**src/rtl/uart_cmd_dispatch.sv**
```systemverilog
// Command sequencer between the UART command wrapper and a 64-entry register bus.
// Runs write/read/ping/reject with an ack timeout and returns one or two response bytes.
module uart_cmd_dispatch #(
  parameter int unsigned TIMEOUT  = 1024,
  parameter logic [7:0]  ACK_BYTE = 8'hA5,
  parameter logic [7:0]  NAK_BYTE = 8'hEE
) (
  input  logic        clk,
  input  logic        rst,
  input  logic        cmd_rdy,
  input  logic [7:0]  cmd,
  input  logic [15:0] data,
  output logic        clr_cmd_rdy,
  output logic        snd_resp,
  output logic [7:0]  resp,
  input  logic        resp_sent,
  output logic [5:0]  bus_addr,
  output logic [15:0] bus_wdata,
  output logic        bus_wr,
  output logic        bus_rd,
  input  logic [15:0] bus_rdata,
  input  logic        bus_ack,
  output logic        busy,
  output logic [7:0]  timeout_cnt
);

  typedef enum logic [2:0] {IDLE, DECODE, BUS, SEND, WAIT_TX} state_t;
  typedef enum logic [1:0] {
    OP_WRITE   = 2'b00,
    OP_READ    = 2'b01,
    OP_PING    = 2'b10,
    OP_INVALID = 2'b11
  } opcode_t;

  localparam logic [15:0] LAST_WAIT = 16'(TIMEOUT - 1);

  state_t      state, state_d;
  opcode_t     op;
  logic [7:0]  cmd_q, cmd_d;
  logic [15:0] data_q, data_d;
  logic [7:0]  rdata_lo, rdata_lo_d;
  logic        hi_pending, hi_pending_d;
  logic [15:0] wait_cnt, wait_cnt_d;
  logic        resp_sent_q;
  logic        clr_d, snd_d, bus_wr_d, bus_rd_d, busy_d;
  logic [7:0]  resp_d, timeout_cnt_d;
  logic [5:0]  bus_addr_d;
  logic [15:0] bus_wdata_d;

  assign op = opcode_t'(cmd_q[7:6]);

  always_comb begin
    // NOTE: every signal written here gets a default first, so no path can infer a latch.
    state_d       = state;
    cmd_d         = cmd_q;
    data_d        = data_q;
    rdata_lo_d    = rdata_lo;
    hi_pending_d  = hi_pending;
    wait_cnt_d    = wait_cnt;
    resp_d        = resp;
    bus_addr_d    = bus_addr;
    bus_wdata_d   = bus_wdata;
    timeout_cnt_d = timeout_cnt;
    clr_d         = 1'b0;
    snd_d         = 1'b0;

    case (state)
      IDLE: begin
        if (cmd_rdy) begin
          cmd_d   = cmd;
          data_d  = data;
          clr_d   = 1'b1;
          state_d = DECODE;
        end
      end
      DECODE: begin
        case (op)
          OP_WRITE, OP_READ: begin
            bus_addr_d  = cmd_q[5:0];
            bus_wdata_d = data_q;
            wait_cnt_d  = '0;
            state_d     = BUS;
          end
          OP_PING: begin
            resp_d  = ACK_BYTE;
            state_d = SEND;
          end
          default: begin
            resp_d  = NAK_BYTE;
            state_d = SEND;
          end
        endcase
      end
      BUS: begin
        // An ack on the final wait cycle still wins over the timeout.
        if (bus_ack) begin
          if (op == OP_WRITE) begin
            resp_d = ACK_BYTE;
          end else begin
            resp_d       = bus_rdata[15:8];
            rdata_lo_d   = bus_rdata[7:0];
            hi_pending_d = 1'b1;
          end
          state_d = SEND;
        end else if (wait_cnt == LAST_WAIT) begin
          resp_d = NAK_BYTE;
          if (timeout_cnt != 8'hFF) timeout_cnt_d = timeout_cnt + 8'd1;
          state_d = SEND;
        end else begin
          wait_cnt_d = wait_cnt + 16'd1;
        end
      end
      SEND: begin
        snd_d   = 1'b1;
        state_d = WAIT_TX;
      end
      WAIT_TX: begin
        // Only a fresh rising edge counts; a level left high from the last byte does not.
        if (resp_sent && !resp_sent_q) begin
          if (hi_pending) begin
            hi_pending_d = 1'b0;
            resp_d       = rdata_lo;
            state_d      = SEND;
          end else begin
            state_d = IDLE;
          end
        end
      end
      default: state_d = IDLE;
    endcase

    bus_wr_d = (state_d == BUS) && (op == OP_WRITE);
    bus_rd_d = (state_d == BUS) && (op == OP_READ);
    busy_d   = (state_d != IDLE);
  end

  always_ff @(posedge clk or posedge rst) begin
    if (rst) begin
      state       <= IDLE;
      cmd_q       <= '0;
      data_q      <= '0;
      rdata_lo    <= '0;
      hi_pending  <= 1'b0;
      wait_cnt    <= '0;
      resp_sent_q <= 1'b0;
      clr_cmd_rdy <= 1'b0;
      snd_resp    <= 1'b0;
      resp        <= '0;
      bus_addr    <= '0;
      bus_wdata   <= '0;
      bus_wr      <= 1'b0;
      bus_rd      <= 1'b0;
      busy        <= 1'b0;
      timeout_cnt <= '0;
    end else begin
      // NOTE: non-blocking assignments so every register updates from pre-edge values.
      state       <= state_d;
      cmd_q       <= cmd_d;
      data_q      <= data_d;
      rdata_lo    <= rdata_lo_d;
      hi_pending  <= hi_pending_d;
      wait_cnt    <= wait_cnt_d;
      resp_sent_q <= resp_sent;
      clr_cmd_rdy <= clr_d;
      snd_resp    <= snd_d;
      resp        <= resp_d;
      bus_addr    <= bus_addr_d;
      bus_wdata   <= bus_wdata_d;
      bus_wr      <= bus_wr_d;
      bus_rd      <= bus_rd_d;
      busy        <= busy_d;
      timeout_cnt <= timeout_cnt_d;
    end
  end

endmodule

```
**config.mk**
```make
export PLATFORM = sky130hd
export DESIGN_NAME = uart_cmd_dispatch
export DESIGN_NICKNAME = d
export VERILOG_FILES = /design/src/rtl/uart_cmd_dispatch.sv
export SDC_FILE = /design/constraint.sdc
export NUM_CORES = 1
export LEC_CHECK = 0
export BUFFER_PORTS_ARGS = -buffer_cell sky130_fd_sc_hd__buf_2
export CAP_MARGIN = 20
export CORE_UTILIZATION = 30
export CTS_CLUSTER_SIZE = 20
export DETAILED_ROUTE_END_ITERATION = 10
export GPL_ROUTABILITY_DRIVEN = 0
export SLEW_MARGIN = 20
export SYNTH_ARGS = -nofsm -noshare
export SYNTH_HDL_FRONTEND = slang
export SYNTH_SLANG_ARGS = --single-unit
```
**constraint.sdc**
```tcl
create_clock -name clk -period 4.4 [get_ports clk]
set_clock_uncertainty 0.2 [all_clocks]
set_input_delay 0.22 -clock clk [delete_from_list [all_inputs] [get_ports clk]]
set_output_delay 0.22 -clock clk [all_outputs]
set_load 0.03 [all_outputs]
```
## Yosys cells after proc, flatten, opt, wreduce, memory -nomap -nowiden

Cells that the tools add are included.

- Flip-flop bits (word level): 96
- Bits of input ports: 45
- Output and inout port bits: 43
- Word-level logic and storage cells: 81

- Add/sub/neg operators: 2
- Equality and inequality tests: 18
- Muxes and demuxes: 25
- Bitwise operators: 2
- Reductions and logical operators: 18

Operators by type and width:

| kind | number |
|---|---|
| two-way mux 16 bit | 3 |
| two-way mux 8 bit | 5 |
| case mux 16 bit (2 select lines) | 1 |
| case mux 8 bit (3 select lines) | 1 |
| adder 16 x 1 -> 16 bit, second input constant | 1 |
| equality test 16 x 10 -> 1 bit, second input constant | 1 |
| inequality test 2 bit, second input constant | 8 |
| case mux 8 bit (2 select lines) | 1 |
| case mux 3 bit (5 select lines) | 1 |
| two-way mux 3 bit | 4 |
| AND reduction 4 bit | 3 |
| equality test 3 x 2 -> 1 bit, second input constant | 3 |
| adder 8 x 1 -> 8 bit, second input constant | 1 |
| inequality test 8 bit, second input constant | 1 |
| two-way mux 1 bit | 7 |
| nonzero test 3 bit | 2 |
| AND reduction 5 bit | 1 |
| AND reduction 2 bit | 2 |
| nonzero test 2 bit | 2 |
| equality test 3 x 1 -> 1 bit, second input constant | 1 |
| equality test 3 bit, second input constant | 1 |
| logical AND 1 bit | 3 |
| zero test 3 bit | 1 |
| inequality test 3 bit, second input constant | 1 |
| other kinds (9) | 10 |

## Longest topological paths before layout

- Depth in word-level cells: 6
- Gate-level depth with buffers: 8
- Depth with buffers taken out: 6

## Least setup slack after synthesis

OpenSTA, ideal clock, no wires.

- Path kind: reg-to-reg
- From: register state[2]
- To: register resp[0]
- Setup time: 0.125 ns
- Arrival: 1.703 ns
- Required time: 4.075 ns
- Setup slack: 2.372 ns
- Stages on the path, launching flop included: 8
- Path buffers: 2
- Clock period less this slack: 2.028 ns
- Cells stage by stage: dfrtp_1 > buf_6 > inv_1 > nand2_1 > or3_2 > clkbuf_8 > nand3_4 > mux2_4

- Cells in the longest elaborated chain, start to end: 3
- Elaborated cells on any way between the ends: 10
- Those cells by class: eq/ne (7); mux (1); reduce/logical (2)

Ends and longest elaborated chain:

| what | RTL line | RTL |
|---|---|---|
| start: declaration | 37 | `state_t state, state_d;` |
| start signal: assignment | 157 | `state <= state_d;` |
| equality test 3 x 2 -> 1 bit (tied with other cells) | 67 | `case (state)` |
| inequality test 3 bit (no line) (tied with other cells) | n/a |  |
| AND reduction 5 bit (no line) | n/a |  |
| end signal: assignment | 166 | `resp <= resp_d;` |
| end: declaration | 15 | `output logic [7:0] resp,` |

Several ways; a longest one is shown, not always the timed one.
A chain may end at the register's enable or synchronous reset.

## Worst setup path in the final report

- From: register state[0]
- To: register resp[5]

The elaborated chain is that of the path after synthesis.

==> impl_metrics.yaml <==
grt:
  grt_pass1_vias: 3069
  track_usage_pct: 13.3
  antenna_found_initial: 0
  grt_pass1_wl_um: 15000
  grt_overflow: 0
  grt_max_degree: 51
synthesis:
  synth_edf_count: 0
  synth_cell_types: 59
  postSynthCellCount: 364
  async_reset_ff_share_pct: 100
  syn_nets: 411
  synth_warnings: 0
  synth_ff_type: "dfrtp_1"
  synth_top_area_share_pct: 55.9
  yosys-top-cells-area: "dfrtp_1 56%, mux2_2 8.4%, nand2_1 7.5%"
  synth_top_cell_by_area: "dfrtp_1"
  seq_area_frac_synth_pct: 55.9
  ys_ff_latch: 96
  avgSynthCellArea_um2: 11.8
  syn-cell-area_mm2: 0.00430
placed_design:
  dp_slack_ns: 1.75
  dp_cells: 619
  port_buffers: 87
  hpwlAfterDp_um: 6270
clock_network:
  clkTransAtPathRegs_ns: 0.06
  clk_latency_ns: 0.34
  cts_htree_levels: 3
  clockBufferDepth: 2
  post_cts_buffers: 0
  cts_buffers: 9
  clockRootBuffer: "clkbuf_16"
  tritoncts: "built"
  cts_sinks: 96
routing:
  ant_nets: 0
  vias: 3109
  drc: 0
  drt_iter0_drc: 123
  routedWlPerCell_um: 13.4
  drt_first_pass_iters: 5
  drt-total-wl_um: 8990
  viasPerCell: 4.65
floorplan:
  core_mm2: 0.0139
  pin_count: 88
  start_util_pct: 30.8
  dieArea_mm2: 0.0148
  die_w_um: 122
  die_h_um: 122
  fp-row-count: 43
min_path:
  hold_class: "in2reg"
timing:
  max_clock_freq_mhz: 383
  fin_crit_sh_pct: 59.4
  fin_ws_ns: 1.79
  layout_min_cycle_time_ns: 2.61
  final_max_slew_viol_count: 0
  fin_setup_tns_ns: 0
  grt_setup_unrepaired: "no"
  relSlewSlack_pct: 44.3
  setup_violations: 0
  worstMarginPinSlew_ns: 0.832
  hold_viol_final: 0
critical_path:
  cp.arrival_ns: 2.64
  critPathKind: "reg2reg"
  end_kind: "flip-flop"
  worstSetupStartpointType: "flip-flop"
  cp.required_ns: 4.42
  critPathMaxFanout: 34
final_layout:
  layout.nets: 531
  syn2layout_area_growth_pct: 28.9
  fillers: 1335
  final_cells: 669
  diodes: 0
  drive_above_1_share_pct: 33.9
status:
  outcome: "finished, final reports clean"
pwr:
  p_leak_nw: 2.62
  cellPowerDensity_mw_per_mm2: 661
  ir_worst_vdd_mv: 0.319
flow_run:
  maxCapViolations: 0
## critical path, cell delays in order (launching register included)
cell	delay, ns
dfrtp_1	0.64
nand2_1	0.25
or3_2	0.79
nand3_4	0.30
mux2_4	0.32
## layout make-up
type                    count  area, µm²  area share [%]
clock buffers              11        233            4.20
clock inverters             5       81.3            1.47
inverters                   6       25.0           0.452
multi-input cells         247       1770            32.0
flip-flops and latches     96       2400            43.4
well taps                 180        225            4.07
repair buffers            124        798            14.4
## final timing paths
kind                            slack (ns)             to  cells past startpoint           from
worst max-delay path                  1.79        resp[5]                      4       state[0]
worst min-delay path                  0.03        resp[6]                      3  bus_rdata[14]
worst max register to register        1.79        resp[5]                      4       state[0]
worst min register to register        0.27  bus_wdata[11]                      2     data_q[11]
max in group asynchronous             2.67       state[2]                      4            rst
min in group asynchronous             0.28      data_q[5]                      3            rst
## state kept, by name (all words and copies together) (netlist names)
signal,count
bus_wdata,16
data_q,16
wait_cnt,16
cmd_q,8
rdata_lo,8
resp,8
timeout_cnt,8
bus_addr,6
state,3
bus_rd,1
bus_wr,1
busy,1
clr_cmd_rdy,1
hi_pending,1
resp_sent_q,1
snd_resp,1
## layer usage
metal	GRT usage [%]	wire, µm
met2	20.5	4260
met5	0	0
met4	5.48	50
met1	17.3	4270
met3	4.17	414
## kinds of logic after synthesis
kind of cell,Yosys count,share of synthesized area [%]
xor gates and xnor gates,13,2.65
and+or+nand+nor,156,19.8
DFF,96,55.9
AOI/OAI and AO/OA,30,5.50
muxes,46,12.6
buffers and inverters,21,2.94
adders and majority gates,2,0.582
## cell usage after synthesis (3+ instances only)
| cell | instances |
|---|---|
| mux2_4 | 8 |
| o211ai_1 | 4 |
| xnor2_1 | 9 |
| clkbuf_1 | 4 |
| and3_1 | 4 |
| xor2_1 | 4 |
| o31ai_1 | 3 |
| buf_6 | 4 |
| nor3_1 | 5 |
| and4_1 | 3 |
| nand3_1 | 12 |
| nand4_1 | 7 |
| mux2i_1 | 5 |
| buf_2 | 3 |
| nor2_1 | 11 |
| nand2_1 | 86 |
| dfrtp_1 | 96 |
| nor2b_1 | 3 |
| mux2_2 | 32 |
| o21ai_0 | 9 |
| inv_1 | 6 |
## cells in the final DEF, fill, tap and decap left out, types with 9 or more instances in the layout
cell / Yosys / layout
mux2_2: 32 / 32
dlygate4sd3_1: 0 / 34
nand2_1: 86 / 86
dfrtp_1: 96 / 96
nand3_1: 12 / 12
clkbuf_16: 0 / 9
buf_2: 3 / 87
nor2_1: 11 / 11
o21ai_0: 9 / 9
xnor2_1: 9 / 9
## report_power, final
part / switching [mW] / leakage (nW) / internal (mW) / total [mW]
Sequential: 0.246 / 1.20 / 1.21 / 1.46
Clock: 0.317 / 0.150 / 0.498 / 0.815
Combinational: 0.784 / 1.27 / 0.604 / 1.39
## stage by stage
step / utilization (%) / total power [mW] / instance area [µm²] / hold slack (ns)
global placement: 35.1 / 2.81 / 4880 / 0.115
CTS: 39.8 / 3.71 / 5540 / 0.0148
floorplan: - / 2.53 / 4300 / 0.0514
global route: 39.8 / 3.90 / 5540 / 0.0217
detailed placement: 35.1 / 2.85 / 4880 / 0.122
finish: 39.8 / 3.66 / 5540 / 0.0344
## repair_timing
action / 4_1_cts / 5_1_grt
resized for setup: 0 / 0
endpoints found under the hold margin: 79 / 0
hold buffers: 34 / 0
No activity file was read; power rests on OpenSTA's default activity.
